$ cat src/rtl/kbd_pkg.sv
// Shared scancode constants and the FIFO entry layout for the keyboard front-end.
package kbd_pkg;

  localparam logic [7:0] PS2_REL = 8'hF0;
  localparam logic [7:0] PS2_EXT = 8'hE0;

  localparam int unsigned ENTRY_W = 10;

  typedef struct packed {
    logic       ext;
    logic       rel;
    logic [7:0] code;
  } kbd_entry_t;

endpackage

$ cat src/rtl/ps2_at2xt.sv
// Combinational AT (scan set 2) to XT (scan set 1) make-code translation.
// Codes with no XT equivalent come back with bit 7 set so they pass through untouched.
module ps2_at2xt (
  input  logic [7:0] at_code,
  output logic [7:0] keyb_xt
);

  always_comb begin
    keyb_xt = {1'b1, at_code[6:0]};
    unique case (at_code)
      8'h01: keyb_xt = 8'h43;  8'h03: keyb_xt = 8'h3F;  8'h04: keyb_xt = 8'h3D;
      8'h05: keyb_xt = 8'h3B;  8'h06: keyb_xt = 8'h3C;  8'h07: keyb_xt = 8'h58;
      8'h09: keyb_xt = 8'h44;  8'h0A: keyb_xt = 8'h42;  8'h0B: keyb_xt = 8'h40;
      8'h0C: keyb_xt = 8'h3E;  8'h0D: keyb_xt = 8'h0F;  8'h0E: keyb_xt = 8'h29;
      8'h11: keyb_xt = 8'h38;  8'h12: keyb_xt = 8'h2A;  8'h14: keyb_xt = 8'h1D;
      8'h15: keyb_xt = 8'h10;  8'h16: keyb_xt = 8'h02;  8'h1A: keyb_xt = 8'h2C;
      8'h1B: keyb_xt = 8'h1F;  8'h1C: keyb_xt = 8'h1E;  8'h1D: keyb_xt = 8'h11;
      8'h1E: keyb_xt = 8'h03;  8'h21: keyb_xt = 8'h2E;  8'h22: keyb_xt = 8'h2D;
      8'h23: keyb_xt = 8'h20;  8'h24: keyb_xt = 8'h12;  8'h25: keyb_xt = 8'h05;
      8'h26: keyb_xt = 8'h04;  8'h29: keyb_xt = 8'h39;  8'h2A: keyb_xt = 8'h2F;
      8'h2B: keyb_xt = 8'h21;  8'h2C: keyb_xt = 8'h14;  8'h2D: keyb_xt = 8'h13;
      8'h2E: keyb_xt = 8'h06;  8'h31: keyb_xt = 8'h31;  8'h32: keyb_xt = 8'h30;
      8'h33: keyb_xt = 8'h23;  8'h34: keyb_xt = 8'h22;  8'h35: keyb_xt = 8'h15;
      8'h36: keyb_xt = 8'h07;  8'h3A: keyb_xt = 8'h32;  8'h3B: keyb_xt = 8'h24;
      8'h3C: keyb_xt = 8'h16;  8'h3D: keyb_xt = 8'h08;  8'h3E: keyb_xt = 8'h09;
      8'h41: keyb_xt = 8'h33;  8'h42: keyb_xt = 8'h25;  8'h43: keyb_xt = 8'h17;
      8'h44: keyb_xt = 8'h18;  8'h45: keyb_xt = 8'h0B;  8'h46: keyb_xt = 8'h0A;
      8'h49: keyb_xt = 8'h34;  8'h4A: keyb_xt = 8'h35;  8'h4B: keyb_xt = 8'h26;
      8'h4C: keyb_xt = 8'h27;  8'h4D: keyb_xt = 8'h19;  8'h4E: keyb_xt = 8'h0C;
      8'h52: keyb_xt = 8'h28;  8'h54: keyb_xt = 8'h1A;  8'h55: keyb_xt = 8'h0D;
      8'h58: keyb_xt = 8'h3A;  8'h59: keyb_xt = 8'h36;  8'h5A: keyb_xt = 8'h1C;
      8'h5B: keyb_xt = 8'h1B;  8'h5D: keyb_xt = 8'h2B;  8'h66: keyb_xt = 8'h0E;
      8'h69: keyb_xt = 8'h4F;  8'h6B: keyb_xt = 8'h4B;  8'h6C: keyb_xt = 8'h47;
      8'h70: keyb_xt = 8'h52;  8'h71: keyb_xt = 8'h53;  8'h72: keyb_xt = 8'h50;
      8'h73: keyb_xt = 8'h4C;  8'h74: keyb_xt = 8'h4D;  8'h75: keyb_xt = 8'h48;
      8'h76: keyb_xt = 8'h01;  8'h77: keyb_xt = 8'h45;  8'h78: keyb_xt = 8'h57;
      8'h79: keyb_xt = 8'h4E;  8'h7A: keyb_xt = 8'h51;  8'h7B: keyb_xt = 8'h4A;
      8'h7C: keyb_xt = 8'h37;  8'h7D: keyb_xt = 8'h49;  8'h7E: keyb_xt = 8'h46;
      8'h83: keyb_xt = 8'h41;
      default: ;
    endcase
  end

endmodule

$ cat src/rtl/sync_fifo.sv
// Single-clock show-ahead FIFO with explicit occupancy count; simultaneous
// write and read are both honoured even when full.
module sync_fifo #(
  parameter  int unsigned DEPTH = 16,
  parameter  int unsigned WIDTH = 10,
  localparam int unsigned AW    = $clog2(DEPTH)
) (
  input  logic             clk,
  input  logic             rst_n,
  input  logic             wr_en_i,
  input  logic [WIDTH-1:0] wr_data_i,
  input  logic             rd_en_i,
  output logic [WIDTH-1:0] rd_data_o,
  output logic [AW:0]      count_o,
  output logic             full_o,
  output logic             empty_o
);

  logic [WIDTH-1:0] mem_q [DEPTH];
  logic [AW-1:0]    wr_ptr_q, wr_ptr_d;
  logic [AW-1:0]    rd_ptr_q, rd_ptr_d;
  logic [AW:0]      count_q, count_d;
  logic             full_q, full_d;
  logic             empty_q, empty_d;
  logic             do_wr, do_rd;

  always_comb begin
    do_rd    = rd_en_i & ~empty_q;
    do_wr    = wr_en_i & (~full_q | do_rd);
    wr_ptr_d = wr_ptr_q;
    rd_ptr_d = rd_ptr_q;
    count_d  = count_q;
    if (do_wr) wr_ptr_d = wr_ptr_q + AW'(1);
    if (do_rd) rd_ptr_d = rd_ptr_q + AW'(1);
    if (do_wr && !do_rd)      count_d = count_q + (AW+1)'(1);
    else if (!do_wr && do_rd) count_d = count_q - (AW+1)'(1);
    full_d  = (count_d == (AW+1)'(DEPTH));
    empty_d = (count_d == '0);
  end

  always_ff @(posedge clk or negedge rst_n) begin
    if (!rst_n) begin
      wr_ptr_q <= '0;
      rd_ptr_q <= '0;
      count_q  <= '0;
      full_q   <= 1'b0;
      empty_q  <= 1'b1;
    end else begin
      wr_ptr_q <= wr_ptr_d;
      rd_ptr_q <= rd_ptr_d;
      count_q  <= count_d;
      full_q   <= full_d;
      empty_q  <= empty_d;
    end
  end

  // Storage needs no reset: a slot is only read after it has been written.
  always_ff @(posedge clk) begin
    if (do_wr) mem_q[wr_ptr_q] <= wr_data_i;
  end

  assign rd_data_o = mem_q[rd_ptr_q];
  assign count_o   = count_q;
  assign full_o    = full_q;
  assign empty_o   = empty_q;

endmodule

$ cat src/rtl/ps2_kbd_queue.sv
// Keyboard front-end: F0/E0 prefix tracking, AT->XT formatting and a key-event
// queue between the PS/2 receiver and the CPU.
module ps2_kbd_queue
  import kbd_pkg::*;
#(
  parameter  int unsigned DEPTH   = 16,
  parameter  int unsigned XT_MODE = 1,
  localparam int unsigned AW      = $clog2(DEPTH)
) (
  input  logic          clock,
  input  logic          reset_n,
  input  logic [7:0]    ps2_data,
  input  logic          ps2_data_en,
  input  logic          kb_pop,
  input  logic          kb_ovf_clr,
  output logic [7:0]    kb_ch,
  output logic          kb_rel,
  output logic          kb_ext,
  output logic          kb_hit,
  output logic [AW:0]   kb_count,
  output logic          kb_ovf,
  output logic          kb_tr
);

  logic       rel_q, rel_d;
  logic       ext_q, ext_d;
  logic       ovf_q, ovf_d;
  logic       tr_q, tr_d;
  logic       push;
  logic [7:0] keyb_xt;
  kbd_entry_t entry;
  kbd_entry_t head;
  logic       fifo_full, fifo_empty;

  ps2_at2xt u_at2xt (
    .at_code (ps2_data),
    .keyb_xt (keyb_xt)
  );

  // Prefix flags, entry formatting, overflow and legacy toggle.
  always_comb begin
    rel_d      = rel_q;
    ext_d      = ext_q;
    ovf_d      = ovf_q;
    tr_d       = tr_q;
    push       = 1'b0;
    entry.ext  = ext_q;
    entry.rel  = rel_q;
    entry.code = ps2_data;
    if (XT_MODE != 0) begin
      entry.code = keyb_xt[7] ? keyb_xt : {rel_q, keyb_xt[6:0]};
    end
    if (kb_ovf_clr) ovf_d = 1'b0;
    if (ps2_data_en) begin
      if (ps2_data == PS2_REL) begin
        rel_d = 1'b1;
      end else if (ps2_data == PS2_EXT) begin
        ext_d = 1'b1;
      end else begin
        push  = 1'b1;
        rel_d = 1'b0;
        ext_d = 1'b0;
      end
    end
    // A pop in the same cycle frees the slot, so a full queue still accepts.
    if (push && fifo_full && !kb_pop) ovf_d = 1'b1;
    else if (push)                    tr_d  = ~tr_q;
  end

  always_ff @(posedge clock or negedge reset_n) begin
    if (!reset_n) begin
      rel_q <= 1'b0;
      ext_q <= 1'b0;
      ovf_q <= 1'b0;
      tr_q  <= 1'b0;
    end else begin
      rel_q <= rel_d;
      ext_q <= ext_d;
      ovf_q <= ovf_d;
      tr_q  <= tr_d;
    end
  end

  sync_fifo #(
    .DEPTH (DEPTH),
    .WIDTH (ENTRY_W)
  ) u_fifo (
    .clk       (clock),
    .rst_n     (reset_n),
    .wr_en_i   (push),
    .wr_data_i (entry),
    .rd_en_i   (kb_pop),
    .rd_data_o (head),
    .count_o   (kb_count),
    .full_o    (fifo_full),
    .empty_o   (fifo_empty)
  );

  assign kb_hit = ~fifo_empty;
  assign kb_ch  = fifo_empty ? 8'h00 : head.code;
  assign kb_rel = ~fifo_empty & head.rel;
  assign kb_ext = ~fifo_empty & head.ext;
  assign kb_ovf = ovf_q;
  assign kb_tr  = tr_q;

endmodule

$ cat config.mk
export PLATFORM = sky130hd
export DESIGN_NAME = ps2_kbd_queue
export DESIGN_NICKNAME = d
export VERILOG_FILES = /design/src/rtl/kbd_pkg.sv /design/src/rtl/ps2_at2xt.sv /design/src/rtl/sync_fifo.sv /design/src/rtl/ps2_kbd_queue.sv
export SDC_FILE = /design/constraint.sdc
export NUM_CORES = 1
export LEC_CHECK = 0
export BUFFER_PORTS_ARGS = -buffer_cell sky130_fd_sc_hd__buf_2
export CAP_MARGIN = 5
export CORE_MARGIN = 1.5
export CORE_UTILIZATION = 40
export CTS_CLUSTER_SIZE = 10
export DETAILED_ROUTE_END_ITERATION = 10
export PLACE_DENSITY_LB_ADDON = 0.15
export SETUP_SLACK_MARGIN = 0.2
export SYNTH_ARGS = -nofsm -noshare
export SYNTH_HDL_FRONTEND = slang
export SYNTH_HIERARCHICAL = 1
export SYNTH_SLANG_ARGS = --single-unit
$ cat constraint.sdc
create_clock -name clock -period 2.3 [get_ports clock]
set_input_delay 0.115 -clock clock [delete_from_list [all_inputs] [get_ports clock]]
set_output_delay 0.115 -clock clock [all_outputs]
set_load 0.01 [all_outputs]
==> metrics.cfg, run 1 <==
[place]
globalplace.congestion=1.00
place.port_buffers=30
place.detailed.hpwl_um=18600

[timing]
final_max_slew_viol_count=0
setup_viol_count_final=10
post-route-period-util_pct=111
worst_pin_slew_ns=0.690
fmax_ghz=0.392
postLayoutSetupSlackWorst_ns=-0.251
max_slew_margin_pct=54.0
worst_clock_skew_ns=0.0137
rsz0062_at_grt=true
final_period_minus_worst_setup_slack_ns=2.55
final_hold_viol_count=0

[synthesis]
post_synth_main_area_contributors=sky130_fd_sc_hd__edfxtp_1 52%, sky130_fd_sc_hd__mux4_2 12%, sky130_fd_sc_hd__dfrtp_1 4.9%
netlist.area_leader.share_pct=52.3
postSynth.topFlopCell=sky130_fd_sc_hd__edfxtp_1
synth.lib_cells_used.distinct=89
syn_inst=663
synth_area_sq_um=9200
seq_area_frac_synth_pct=57.4
synth_enable_flop_cells=160
synth_nets=683
synth_top_cell_by_area=sky130_fd_sc_hd__edfxtp_1
syn-mean-instance-area_sq_um=13.9
yosysWarningCount=6
flop_and_latch_count_out_of_synthesis=179
asyncSetResetFlopFracSynth_pct=10.6

[finish]
mostFrequentLayoutCell=sky130_fd_sc_hd__edfxtp_1
layout.nets=875
fin_util_pct=54.6
insertedDiodeCount=0
drive_gt1_share_pct=43.5
mostFrequentLayoutCells=160 x sky130_fd_sc_hd__edfxtp_1, 156 x sky130_fd_sc_hd__buf_4, 50 x sky130_fd_sc_hd__mux4_2, 43 x sky130_fd_sc_hd__nand2_1, 34 x sky130_fd_sc_hd__nor2_1
area_growth_syn_to_fin_pct=34.0

[clock_tree]
number_of_sinks_on_the_clock_net=179
clk_path_buf_depth=2
htreeDepth=4
clock_tree.root_cell=sky130_fd_sc_hd__clkbuf_16
worst_setup_hold_path_clk_slew_ns=0.07
insertion_delay_ns=0.43
inserted_clock_buffers=17
tritoncts=yes

[drt]
routedWlPerCell_um=24.2
number_of_detailed_route_iterations_in_the_first_pass=5
first_drt_iteration_drcs=610
ant_nets=0
route.detailed.drc=0
finalWirelength_um=27900
dr_total_vias=6909
detail_route.vias_per_cell=5.99

[die]
core_area_sq_um=22600
floorplan.initialDensity_pct=40.7
floorplan.die.width_um=155
die_height_um=155
num_io_pins=31
total_number_of_placement_rows=55
dieArea_sq_um=23900

[grt]
via_count_of_the_first_global_routing_pass=6709
grt_pass1_wl_um=41100
grt_max_degree=44
antenna_found_initial=0
grt_remaining_overflow=0
globalRouteTotalUtil_pct=23.3

[power]
cellLeakagePower_nw=4.53
power_frac_comb_pct=38.8
p_sw_w=0.00378
clkPwrFrac_pct=24.1
maximum_resistive_drop_on_vdd_uv=728
report.power.total_w=0.0117
intPower_w=0.00792
netSwitchingFraction_pct=32.3
pwr-share-seq_pct=37.0
power.density_cell_area_nw_per_um2=949

[critical_path]
crit_path_cell_trace=buf_12 -> clkbuf_16 -> mux4_2 -> mux4_2 -> nor2b_1 -> buf_2
critical_path_arrival_ns=2.44
cp_slowest_cell=sky130_fd_sc_hd__mux4_2
timing.critical_path.to_type=output port
timing.critical_path.required_ns=2.18
criticalPathCategory=register to output port
cpMostUsedCell=sky130_fd_sc_hd__mux4_2
kind_of_launch_point_of_the_worst_setup_path=register
critPathMaxFanout=6
critical-path-max-stage-delay_ns=0.50

[run_status]
failed_checks=negative setup slack
run_status=complete, but fails checks

[hold_path]
hold_class=primary input to register

[run]
timing.max_cap.violations=0

==> synth_stat cells, drive strengths merged, types with 6 or more instances <==
master and number:
xnor2 10, nor2b 20, nand2 46, nor2 35, a32oi 9, a21oi 24, o22ai 17, or4 8
buf 38, a31oi 6, nor3 13, xor2 6, and3 7, nand3 14, and4 6, or3 8
nand2b 9, inv 13, clkbuf 21, ha 7, mux4 50, edfxtp 160, dfrtp 18, nor4 12
o21ai 25
==> through the flow <==
stage	worst slack [ns]	instances	setup TNS, ns	area, sq um	hold WS, ns
finish	-0.251	1153	-2.17	12300	0.0685
detailed placement	-0.605	1093	-69.89	11000	0.0863
CTS	-0.259	1135	-2.43	12000	0.0514
floorplan	-0.0427	663	-2.73	9250	-0.181
global route	-0.291	1153	-2.77	12300	0.0936
global placement	-0.645	1093	-76.01	11000	0.0728
==> registers in the layout (all words and copies together) (netlist names), 4 cells and up <==
| register | count |
|---|---|
| u_fifo/count_o | 5 |
| u_fifo/mem_q | 160 |
| u_fifo/rd_ptr_q | 4 |
| u_fifo/wr_ptr_q | 4 |
==> layer usage <==
layer	global-route usage, %	vias to the layer above	part of all wire, %
li1	-	3042	-
met1	29.5	3475	40
met2	40.1	306	50
met3	2.86	86	5.2
met4	10.7	0	4.5
met5	0	-	0
==> what timing repair did <==
item / 4_1_cts / 5_1_grt
endpoints found under the setup margin: 138 / 138
hold buffers: 3 / 0
setup buffers: 3 / 9
resized for setup: 46 / 26
pin swaps: 8 / 8
hold endpoints to repair: 21 / 0
gates cloned: 4 / 9
==> logic make-up after synthesis <==
logic type	share of synthesized area, %
muxes	13.0
buffers and inverters	4.16
adders and majority gates	0.952
xor gates and xnor gates	1.52
DFF	57.4
and+or+nand+nor	13.6
AOI/OAI and AO/OA	9.32
==> critical path, delay by kind of cell, from the launching register on <==
kind / cells / cell delay [ns]
buf+inv: 3 / 0.48
simple gates: 1 / 0.15
mux: 2 / 0.99
flops: 1 / 0.38
==> power by group through the flow <==
stage / Sequential, W / Clock (W) / Combinational (W)
2_1_floorplan: 0.00430 / 0 / 0.00267
3_5_place_dp: 0.00442 / 0 / 0.00407
6_report: 0.00433 / 0.00282 / 0.00455
3_3_place_gp: 0.00439 / 0 / 0.00402
4_1_cts: 0.00434 / 0.00286 / 0.00428
5_1_grt: 0.00438 / 0.00298 / 0.00486
==> final timing paths <==
kind,start,endpoint,slack [ns],cells past startpoint
worst max-delay path,u_fifo/rd_ptr_q[0],kb_ch[2],-0.25,6
worst min-delay path,kb_pop,kb_ovf,0.07,3
worst max register to register,u_fifo/empty_o,u_fifo/mem_q[3][5],0.41,6
worst min register to register,kb_tr,kb_tr,0.50,1
max in group asynchronous,reset_n,u_fifo/empty_o,1.82,2
min in group asynchronous,reset_n,u_fifo/count_o[2],0.16,2
==> final cells by class <==
type / count / area, sq um
clock buffer: 18 / 429
clock inverter: 14 / 163
fill: 1891 / 10200
inverter: 13 / 52.6
multi-input combinational: 418 / 3880
sequential: 179 / 5280
tap: 285 / 357
timing repair buffer: 226 / 2160
No activity file was read; power rests on OpenSTA's default activity.
==> run 2: changes to the inputs <==
==> constraint.sdc (replaced) <==
create_clock -name clock -period 2.3 [get_ports clock]
set_input_delay 0 -clock clock [delete_from_list [all_inputs] [get_ports clock]]
set_output_delay 0 -clock clock [all_outputs]
set_load 0.01 [all_outputs]
==> run 2 against run 1 <==
  * The run still ends with negative setup slack left
  * Critical path depth unchanged
  * Non-clock buffer count rose by 1
  * Sequential share of layout area shrank 0.20 points
  * Clock-buffer cell count is 1 lower
  * Critical endpoint is now kb_ch[4]
  * Worst setup slack improved by 0.14 ns
  * First-iteration DRC count up 3.9%
  * Largest power group unchanged
  * Die area unchanged
  * Power is 0.64% higher
==> metrics.cfg, run 2 (synthesized netlist as in run 1, its figures left out) <==
[run_status]
run_status=complete, but fails checks
failed_checks=negative setup slack

[finish]
mostFrequentLayoutCell=sky130_fd_sc_hd__edfxtp_1
fin_util_pct=54.9  ; +0.26 points
max_reg_flops=160  ; unchanged
layout.nets=876  ; +0.11%
mostFrequentLayoutCells=160 x sky130_fd_sc_hd__edfxtp_1, 156 x sky130_fd_sc_hd__buf_4, 50 x sky130_fd_sc_hd__mux4_2, 42 x sky130_fd_sc_hd__nand2_1, 33 x sky130_fd_sc_hd__nor2_1
registers.top_by_ff_count=u_fifo/mem_q
insertedDiodeCount=0  ; unchanged
area_growth_syn_to_fin_pct=34.7
drive_gt1_share_pct=45.0  ; +1.4 points

[timing]
final_max_slew_viol_count=0  ; unchanged
post-route-period-util_pct=105  ; -6.1 points
rsz0062_at_grt=true
postLayoutSetupSlackWorst_ns=-0.111  ; +0.140 ns
setup_viol_count_final=10  ; unchanged
final_period_minus_worst_setup_slack_ns=2.41  ; -0.140 ns
max_slew_margin_pct=43.5  ; -11 points
fmax_ghz=0.415  ; +5.8%
worst_clock_skew_ns=0.0207  ; +0.00700 ns
worst_pin_slew_ns=0.848  ; +0.158 ns
final_hold_viol_count=0  ; unchanged

[die]
core_area_sq_um=22600  ; unchanged
floorplan.die.width_um=155  ; unchanged
total_number_of_placement_rows=55  ; unchanged
floorplan.initialDensity_pct=40.7  ; unchanged
dieArea_sq_um=23900  ; unchanged
die_height_um=155  ; unchanged
num_io_pins=31  ; unchanged

[critical_path]
critical-path-max-stage-delay_ns=0.51  ; about the same
crit_path_cell_trace=buf_12 -> buf_12 -> mux4_2 -> mux4_2 -> nor2b_4 -> buf_6
kind_of_launch_point_of_the_worst_setup_path=register
criticalPathCategory=register to output port
critPathMaxFanout=8  ; +2
cp_slowest_cell=sky130_fd_sc_hd__mux4_2
critical_path_arrival_ns=2.41  ; -0.03 ns
timing.critical_path.required_ns=2.30  ; +0.12 ns
timing.critical_path.to_type=output port

[place]
place.detailed.hpwl_um=19100  ; +2.8%
place.port_buffers=30  ; unchanged
globalplace.congestion=0.973  ; -2.8%
pre_cts_ws_ns=-0.534  ; +0.0702 ns

[grt]
grt_pass1_wl_um=42300  ; +2.8%
antenna_found_initial=0  ; unchanged
via_count_of_the_first_global_routing_pass=6846  ; +2.0%
grt_max_degree=22  ; -50%
globalRouteTotalUtil_pct=23.7  ; +0.43 points
grt_remaining_overflow=0  ; unchanged

[power]
power.density_cell_area_nw_per_um2=951  ; +0.17%
maximum_resistive_drop_on_vdd_uv=617  ; -15%
cellLeakagePower_nw=4.58  ; +1.2%

[drt]
route.detailed.drc=0  ; unchanged
first_drt_iteration_drcs=634  ; +3.9%
number_of_detailed_route_iterations_in_the_first_pass=5  ; unchanged
finalWirelength_um=28600  ; +2.4%
detail_route.vias_per_cell=5.98  ; -0.27%
routedWlPerCell_um=24.8  ; +2.4%
dr_total_vias=6896  ; -0.19%
ant_nets=0  ; unchanged

[clock_tree]
inserted_clock_buffers=17  ; unchanged
clk_path_buf_depth=2  ; unchanged
clock_tree.root_cell=sky130_fd_sc_hd__clkbuf_16
number_of_sinks_on_the_clock_net=179  ; unchanged
htreeDepth=4  ; unchanged
worst_setup_hold_path_clk_slew_ns=0.07  ; about the same
tritoncts=yes
insertion_delay_ns=0.43  ; about the same

[hold_path]
hold_class=primary input to register

[run]
timing.max_cap.violations=0  ; unchanged

[run 2: changes by cell type in the layout (fill, tap and decap cells not counted), moves of 3 or more]
cell	delta
sky130_fd_sc_hd__buf_2	-3
sky130_fd_sc_hd__buf_12	-9
sky130_fd_sc_hd__a32oi_2	+3
sky130_fd_sc_hd__buf_6	+7
sky130_fd_sc_hd__nor4_2	-3
sky130_fd_sc_hd__buf_8	+4
sky130_fd_sc_hd__nor2b_1	-3
sky130_fd_sc_hd__a32oi_1	-3
[run 2: timing repair]
| action | CTS | global route |
|---|---|---|
| resized for setup | 54 | 69 |
| setup buffers | 13 | 24 |
| endpoints found under the hold margin | 23 | 0 |
| endpoints found under the setup margin | 138 | 124 |
| hold buffers | 5 | 0 |
| cloned | 7 | 6 |
| pin swaps | 11 | 28 |
[run 2: area by class of cell]
cell class                      instances  area [sq um]
Multi-Input combinational cell        418          3960
Clock buffer                           17           425
Fill cell                            1860         10200
Timing Repair Buffer                  227          2120
Clock inverter                         15           179
Inverter                               13          56.3
Tap cell                              285           357
Sequential cell                       179          5280
[run 2: where the power goes]
| group | switching, W | internal, W |
|---|---|---|
| clock | 0.00137 | 0.00147 |
| sequential | 0.000348 | 0.00407 |
| combinational | 0.00210 | 0.00242 |
[run 2: worst paths after layout]
kind	slack, ns	end	startpoint	cells after the start
max reg2reg	0.31	u_fifo/mem_q[1][0]	u_fifo/empty_o	4
min	0.04	u_fifo/rd_ptr_q[0]	kb_pop	4
min in group asynchronous	0.05	u_fifo/count_o[3]	reset_n	2
max in group asynchronous	1.92	u_fifo/empty_o	reset_n	2
min reg2reg	0.50	kb_tr	kb_tr	1
max	-0.11	kb_ch[4]	u_fifo/rd_ptr_q[0]	6
[run 2: worst max-delay path: cells and delay by family (launching register included)]
| kind | cells | cell delay (ns) |
|---|---|---|
| mux | 2 | 1.02 |
| simple gates | 1 | 0.15 |
| buf+inv | 3 | 0.42 |
| flops | 1 | 0.37 |
[run 2: routing by layer]
layer  share of wire, %  global-route usage (%)
met4                3.6                    8.10
met2                 52                    42.2
met3                4.9                    2.89
met1                 40                    30.0
met5                  0                       0
[run 2: metrics by stage]
step	setup TNS (ns)	area [sq um]	power, W	cells	hold WS (ns)
6_report	-0.846	12400	0.0118	1154	0.0443
5_1_grt	-1.58	12400	0.0123	1154	0.0693
4_1_cts	-1.24	11800	0.0113	1124	0.0199
3_5_place_dp	-62.51	10700	0.00836	1067	-0.0296
3_3_place_gp	-72.75	10700	0.00826	1067	-0.0341
2_1_floorplan	0	9240	0.00697	663	-0.296
